<file path="config.mk">
export PLATFORM = sky130hd
export DESIGN_NAME = demux16_router
export DESIGN_NICKNAME = d
export VERILOG_FILES = /design/src/rtl/demux16_pkg.sv /design/src/rtl/demux16_slot.sv /design/src/rtl/demux16_router.sv
export SDC_FILE = /design/constraint.sdc
export NUM_CORES = 1
export LEC_CHECK = 0
export ABC_AREA = 1
export BUFFER_PORTS_ARGS = -buffer_cell sky130_fd_sc_hd__buf_2
export CORE_ASPECT_RATIO = 0.5
export CORE_MARGIN = 3
export CORE_UTILIZATION = 50
export CTS_BUF_LIST = sky130_fd_sc_hd__clkbuf_4
export CTS_CLUSTER_SIZE = 20
export DETAILED_ROUTE_END_ITERATION = 8
export PLACE_DENSITY = 0.77
export RECOVER_POWER = 25
export SETUP_SLACK_MARGIN = 0.3
export SLEW_MARGIN = 20
export SYNTH_ARGS = -nofsm -noshare
export SYNTH_HDL_FRONTEND = slang
export SYNTH_HIERARCHICAL = 1
export SYNTH_SLANG_ARGS = --single-unit
</file>
<file path="constraint.sdc">
create_clock -name clk -period 2.1 [get_ports clk]
set_input_delay 0.105 -clock clk [delete_from_list [all_inputs] [get_ports clk]]
set_output_delay 0.105 -clock clk [all_outputs]
set_load 0.02 [all_outputs]
</file>
<file path="src/rtl/demux16_pkg.sv">
// Shared channel-count constants and channel index/mask types for the 1:16 router.
package demux16_pkg;
   localparam int N_CH  = 16;
   localparam int SEL_W = 4;

   typedef logic [SEL_W-1:0] ch_sel_t;
   typedef logic [N_CH-1:0]  ch_mask_t;
endpackage

</file>
<file path="src/rtl/demux16_slot.sv">
// One output slot of the router: a full flag plus a data register.
module demux16_slot #(
   parameter int DATA_W = 32
) (
   input  logic              clk,
   input  logic              rst,
   input  logic              load,
   input  logic [DATA_W-1:0] data_in,
   input  logic              drain,
   output logic              valid,
   output logic [DATA_W-1:0] data_out
);

   logic              full_q, full_d;
   logic [DATA_W-1:0] data_q, data_d;

   // A load in the drain cycle wins, so the slot stays full with no bubble.
   always_comb begin
      full_d = full_q;
      data_d = data_q;
      if (drain) full_d = 1'b0;
      if (load) begin
         full_d = 1'b1;
         data_d = data_in;
      end
   end

   always_ff @(posedge clk or posedge rst) begin
      if (rst) begin
         full_q <= 1'b0;
         data_q <= '0;
      end else begin
         full_q <= full_d;
         data_q <= data_d;
      end
   end

   assign valid    = full_q;
   assign data_out = data_q;

endmodule

</file>
<file path="src/rtl/demux16_router.sv">
// 1:16 valid/ready routing demultiplexer with one-entry slot per channel.
// Define DEMUX16_STAT_EN to add the 16-bit xfer_cnt accepted-word counter.
module demux16_router
   import demux16_pkg::*;
#(
   parameter int DATA_W = 32
) (
   input  logic                         clk,
   input  logic                         rst,
   input  logic                         in_valid,
   output logic                         in_ready,
   input  logic [DATA_W-1:0]            in_data,
   input  ch_sel_t                      in_sel,
   output ch_mask_t                     out_valid,
   input  ch_mask_t                     out_ready,
   output logic [N_CH-1:0][DATA_W-1:0]  out_data
`ifdef DEMUX16_STAT_EN
   ,
   output logic [15:0]                  xfer_cnt
`endif
);

   ch_mask_t load;
   logic     in_hs;

   // Ready only depends on the addressed slot, never on in_valid.
   assign in_ready = !out_valid[in_sel] || out_ready[in_sel];
   assign in_hs    = in_valid && in_ready;

   always_comb begin
      load = '0;
      if (in_hs) load[in_sel] = 1'b1;
   end

   for (genvar k = 0; k < N_CH; k++) begin : g_slot
      demux16_slot #(.DATA_W(DATA_W)) u_slot (
         .clk      (clk),
         .rst      (rst),
         .load     (load[k]),
         .data_in  (in_data),
         .drain    (out_ready[k]),
         .valid    (out_valid[k]),
         .data_out (out_data[k])
      );
   end

`ifdef DEMUX16_STAT_EN
   logic [15:0] cnt_q, cnt_d;

   // Free-running wrap at 16 bits.
   always_comb begin
      cnt_d = cnt_q;
      if (in_hs) cnt_d = cnt_q + 16'd1;
   end

   always_ff @(posedge clk or posedge rst) begin
      if (rst) cnt_q <= '0;
      else     cnt_q <= cnt_d;
   end

   assign xfer_cnt = cnt_q;
`endif

endmodule

</file>
Yosys cells after proc, flatten, opt, wreduce, memory -nomap -nowiden
Index checks and enable logic that the tools add are counted.
{ "totals": {"reg_bits": 528, "inputBits": 55, "word_cells": 93} }
{ "op_classes": {"n_mux": 39, "magnitude_cmp": 2, "n_reduce_logical": 20} }
{ "op_table": {"columns": ["cell", "n"], "rows": [
  ["$mux W1", 35],
  ["$reduce_bool A2 Y1", 16],
  ["$mux W16", 1],
  ["$bmux W1 S4", 2],
  ["$lt A4 B5 Y1 const B", 1],
  ["$demux W1 S4", 1],
  ["$ge A4 B1 Y1 const B", 1],
  ["$logic_and A1 B1 Y1", 2],
  ["$logic_not A1 Y1", 1],
  ["$logic_or A1 B1 Y1", 1]
]} }

Longest topological paths before layout
{ "depth": {"word_depth": 7, "mapped_depth": 19} }

Cells and area by module
The synthesis kept the hierarchy.
{ "by_module_without_submodules": {"columns": ["module", "cells_each", "n_inst", "seq_area_each_um2", "area_per_inst_um2"], "rows": [
  ["demux16_slot", 141, 16, 825.8, 1330.0],
  ["demux16_router", 141, 1, 0.0, 624.3]
]} }

Least setup slack after synthesis
No wires, ideal clock.
{ "synth_timing": {"path_kind": "register to register", "start": "reg g_slot[13].u_slot.full_q", "end": "reg g_slot[4].u_slot.data_q[12]", "arrival_time_ps": 1710, "path_buffers": 3, "path_stages_with_launch": 18, "setup_time_ps": 117, "path_slack_ps": 273, "cell_sequence": "dfrtp_1 > nand2_1 > nand2_1 > nand2_1 > nand2_1 > nand2_1 > nand2_1 > inv_1 > nand2_1 > nand2_2 > nand2_4 > buf_8 > nor2_2 > buf_6 > inv_8 > buf_12 > nand2_2 > nand2_1"} }
{ "synth_between": {"elab_chain_len": 6} }
{ "synth_rtl": {"columns": ["element", "line", "text"], "rows": [
  ["from (decl)", "demux16_slot.sv:14", "logic full_q, full_d;"],
  ["from (signal assigned)", "demux16_slot.sv:33", "full_q <= full_d;"],
  ["$bmux W1 S4", "demux16_router.sv:27", "assign in_ready = !out_valid[in_sel] || out_ready[in_sel];"],
  ["$mux W1 (implied by the code)", "demux16_router.sv:27", null],
  ["$logic_not A1 Y1", "demux16_router.sv:27", null],
  ["$logic_or A1 B1 Y1", "demux16_router.sv:27", null],
  ["net in_ready", "demux16_router.sv:11", "output logic in_ready,"],
  ["$logic_and A1 B1 Y1", "demux16_router.sv:28", "assign in_hs = in_valid && in_ready;"],
  ["$mux W16", "demux16_router.sv:32", "if (in_hs) load[in_sel] = 1'b1;"],
  ["net load[4]", "demux16_router.sv:23", "ch_mask_t load;"],
  ["to (signal assigned)", "demux16_slot.sv:34", "data_q <= data_d;"],
  ["to (decl)", "demux16_slot.sv:15", "logic [DATA_W-1:0] data_q, data_d;"]
]} }
The timed path passes the listed nets, and every way through them passes these cells. The select of a mux whose other input is x is not followed.
A chain may end at the register's enable or synchronous reset.

Worst setup path in the final report
{ "layout_timing": {"start": "reg g_slot[8].u_slot.full_q", "end": "reg g_slot[2].u_slot.data_q[27]"} }
{ "layout_between": {"elab_chain_len": 6} }
{ "layout_rtl": {"columns": ["element", "line"], "rows": [
  ["from (decl)", "demux16_slot.sv:14"],
  ["from (signal assigned)", "demux16_slot.sv:33"],
  ["$bmux W1 S4", "demux16_router.sv:27"],
  ["$mux W1 (implied by the code)", "demux16_router.sv:27"],
  ["$logic_not A1 Y1", "demux16_router.sv:27"],
  ["$logic_or A1 B1 Y1", "demux16_router.sv:27"],
  ["$logic_and A1 B1 Y1", "demux16_router.sv:28"],
  ["$mux W16", "demux16_router.sv:32"],
  ["net load[2]", "demux16_router.sv:23"],
  ["to (signal assigned)", "demux16_slot.sv:34"],
  ["to (decl)", "demux16_slot.sv:15"]
]} }
The timed path passes the listed nets, and every way through them passes these cells. The select of a mux whose other input is x is not followed.

==> flow_metrics.tcl <==
set metrics [dict create \
    run_status "complete, but fails checks" \
    failed_checks "capacitance limit, slew limit, setup timing" \
    final_cells 3856 \
    p_switching_uw 11590 \
    numPortBuffers 583 \
    arrival_ns 2.94 \
    cts_tree "built" \
    syn-cell-area_um2 21900 \
    place_hpwl_um 52050 \
    pin_count 584 \
    die_h_um 154.0 \
    final_common_cell "nand2_1" \
    syn_to_final_growth_pct 31.98 \
    worstSkewPairLatency_ns 0.83 \
    drcViolationCount 0 \
    routabilityCongestion 0.8962 \
    finalPower_uw 30540 \
    routedWlPerCell_um 22.58 \
    synth_area_leaders "dfrtp_1, nand2_1, nand2_2" \
    dr.pass1.iters 6 \
    vias_per_cell 5.364 \
    die-area_um2 46510 \
    rr_startpoint "g_slot[8].u_slot/valid" \
    synthMuxAreaShare_pct 0 \
    synth-xor-area-share_pct 0 \
    ys_warn_count 6 \
    synth_top_family_by_area "simple AND/OR/NAND/NOR gates" \
    synth-adder-area-share_pct 0 \
    p_int_uw 18950 \
    fin_crit_sh_pct 103.9 \
    hold_viol_final 0 \
    maxCapViolations 1 \
    critPathMaxFanout 6 \
    dp_slack_ns -0.3889 \
    grt_start_max_net_pins 34 \
    swShare_pct 37.95 \
    p_clk_share_pct 26.3 \
    rows 53 \
    h-tree-depth 3 \
    wl_um 87060 \
    utilization_pct 67.80 \
    cts_sinks 528 \
    min_period_ns 2.182 \
    cts_made_buffers 118 \
    setup_tns_ns -1.624 \
    gr-total-overflow 0 \
    critPathLaunch "g_slot[8].u_slot/valid" \
    slew_violations 34 \
    r2r_cells 17 \
    fin_nets 3250 \
    comb_power_share_pct 29.1 \
    drt_iter0_markers 2557 \
    timing.rr.end "g_slot[2].u_slot/data_out[27]" \
    root_buffer "clkbuf_4" \
    hp-class "primary input to register" \
    fin_skew_ns 0.03657 \
    start_kind "register" \
    ant_nets 0 \
    rsz0062_at_grt "yes" \
    seq_area_frac_synth_pct 60.32 \
    syn_avg_cell_area_um2 9.138 \
    final_cell_mix "nand2_1, buf_2, dfrtp_1" \
    synth_compound_area_share_pct 0 \
    drive_gt1_share_pct 37.90 \
    synth_top_area_cell "dfrtp_1" \
    dp_cells 3500 \
    fillers 3253 \
    seqPwrFrac_pct 44.6 \
    synth_seq_cells 528 \
    r2r_slack_ns -0.08 \
    finalSetupViolations 46 \
    clock.fmax_ghz 0.4584 \
    crit_type "register to register" \
    worst_pin_slew_ns 1.642 \
    antenna_found_initial 3 \
    setup_ws_ns -0.08155 \
    cts_buffer_depth 3 \
    start_util_pct 51.37 \
    relSlewSlack_pct -9.467 \
    ys_types 14 \
    syn_nets 2452 \
    worstPathRequired_ns 2.86 \
    synth_top_area_share_pct 60.32 \
    vias 20680 \
    endpoint_kind "register" \
    leakagePower_uw 0.01682 \
    crit_end "g_slot[2].u_slot/data_out[27]" \
    grt_pass1_vias 19130 \
    die_x_um 302.0 \
    synthCells 2397 \
    yosys.area_share.simple_pct 30.90 \
    peakVddDrop_mv 0.4643 \
    grt_first_pass_wirelength_um 117900 \
    worst_setup_hold_path_clk_slew_ns 0.08 \
    power_per_cell_area_nw_per_um2 1056 \
    coreArea_um2 42640 \
    grtUsageTotal_pct 33.71 \
]
cells by family (layout without fill, tap and decap cells):
family / count (synthesis) / count (layout)
buf+inv: 173 / 1051
flops: 528 / 528
other cells: 0 / 2
simple gates: 1696 / 1698
layer usage:
| metal | wire (um) | vias up | GRT usage (%) |
|---|---|---|---|
| met5 | 15 | - | 0 |
| met4 | 7462 | 2 | 23.49 |
| met3 | 8624 | 426 | 5.362 |
| met2 | 39450 | 1445 | 54.24 |
| met1 | 31500 | 9988 | 42.11 |
| li1 | - | 8821 | - |
worst max-delay path: stages (launching register included):
cell and delay, ns:
dfrtp_2 0.42, nand2_2 0.07, nand2_1 0.04, nand2_1 0.05
nand2_1 0.07, nand2_1 0.06, nand2_1 0.05, inv_1 0.05
nand2_2 0.06, nand2_4 0.10, nand2_8 0.09, buf_12 0.16
buf_6 0.12, nor2_4 0.19, clkbuf_16 0.26, buf_8 0.16
nand2_1 0.07, nand2_1 0.08
power groups by stage:
| stage | combinational, uW | clock (uW) | sequential, uW |
|---|---|---|---|
| after floorplan | 2060 | 0 | 16300 |
| after global placement | 8230 | 0 | 13600 |
| after detailed placement | 8400 | 0 | 13700 |
| after CTS | 8580 | 8040 | 13500 |
| after global routing | 9380 | 8660 | 13800 |
| final | 8890 | 8020 | 13600 |
how the worst min path moves through the flow:
stage / from / endpoint / cells after the start
after CTS: out_ready[6] / g_slot[6].u_slot/valid / 5
after floorplan: in_data[12] / g_slot[0].u_slot/data_out[12] / 2
after global routing: out_ready[5] / g_slot[5].u_slot/valid / 5
final: out_ready[6] / g_slot[6].u_slot/valid / 5
after global placement: rst / g_slot[7].u_slot/valid / 2
after detailed placement: rst / g_slot[7].u_slot/valid / 2
repair_timing:
action / in CTS / in global routing
hold buffers: 59 / 0
resized for setup: 30 / 205
endpoints found under the hold margin: 1056 / 0
setup endpoints to repair: 528 / 528
pin swaps: 11 / 117
gates cloned: 8 / 33
buffers inserted: 26 / 26
state kept, by name (all words and copies together), names as in the netlist:
register and count:
g_slot.u_slot/data_out 512, g_slot.u_slot/valid 16
area by class of cell:
class	instances	area [um2]	share of cell area, %
Antenna cell	2	5.005	0.01731
Clock buffer	176	1321	4.570
Clock inverter	26	136.4	0.4717
Inverter	56	439.2	1.519
Multi-Input combinational cell	1698	7313	25.30
Sequential cell	528	13230	45.77
Tap cell	577	721.9	2.497
Timing Repair Buffer	784	5637	19.50
Timing Repair inverter	9	103.9	0.3592
synth_stat cells:
library cell and n:
nand2_1 1524, dfrtp_1 528, nand2_2 148, buf_6 50, clkbuf_8 49, inv_1 38, buf_12 17, inv_8 16
nor2_1 13, nor2_2 10, buf_8 1, clkinv_1 1, inv_2 1, nand2_4 1
metrics by stage:
| stage | cell area (um2) | hold slack, ns |
|---|---|---|
| after detailed placement | 24760 | 0.1851 |
| final | 28910 | 0.09968 |
| after CTS | 27400 | 0.01402 |
| after global routing | 28910 | 0.06827 |
| after global placement | 24760 | 0.1806 |
| after floorplan | 21930 | 0.2174 |
Note: power is estimated with default switching activity, not from simulation.
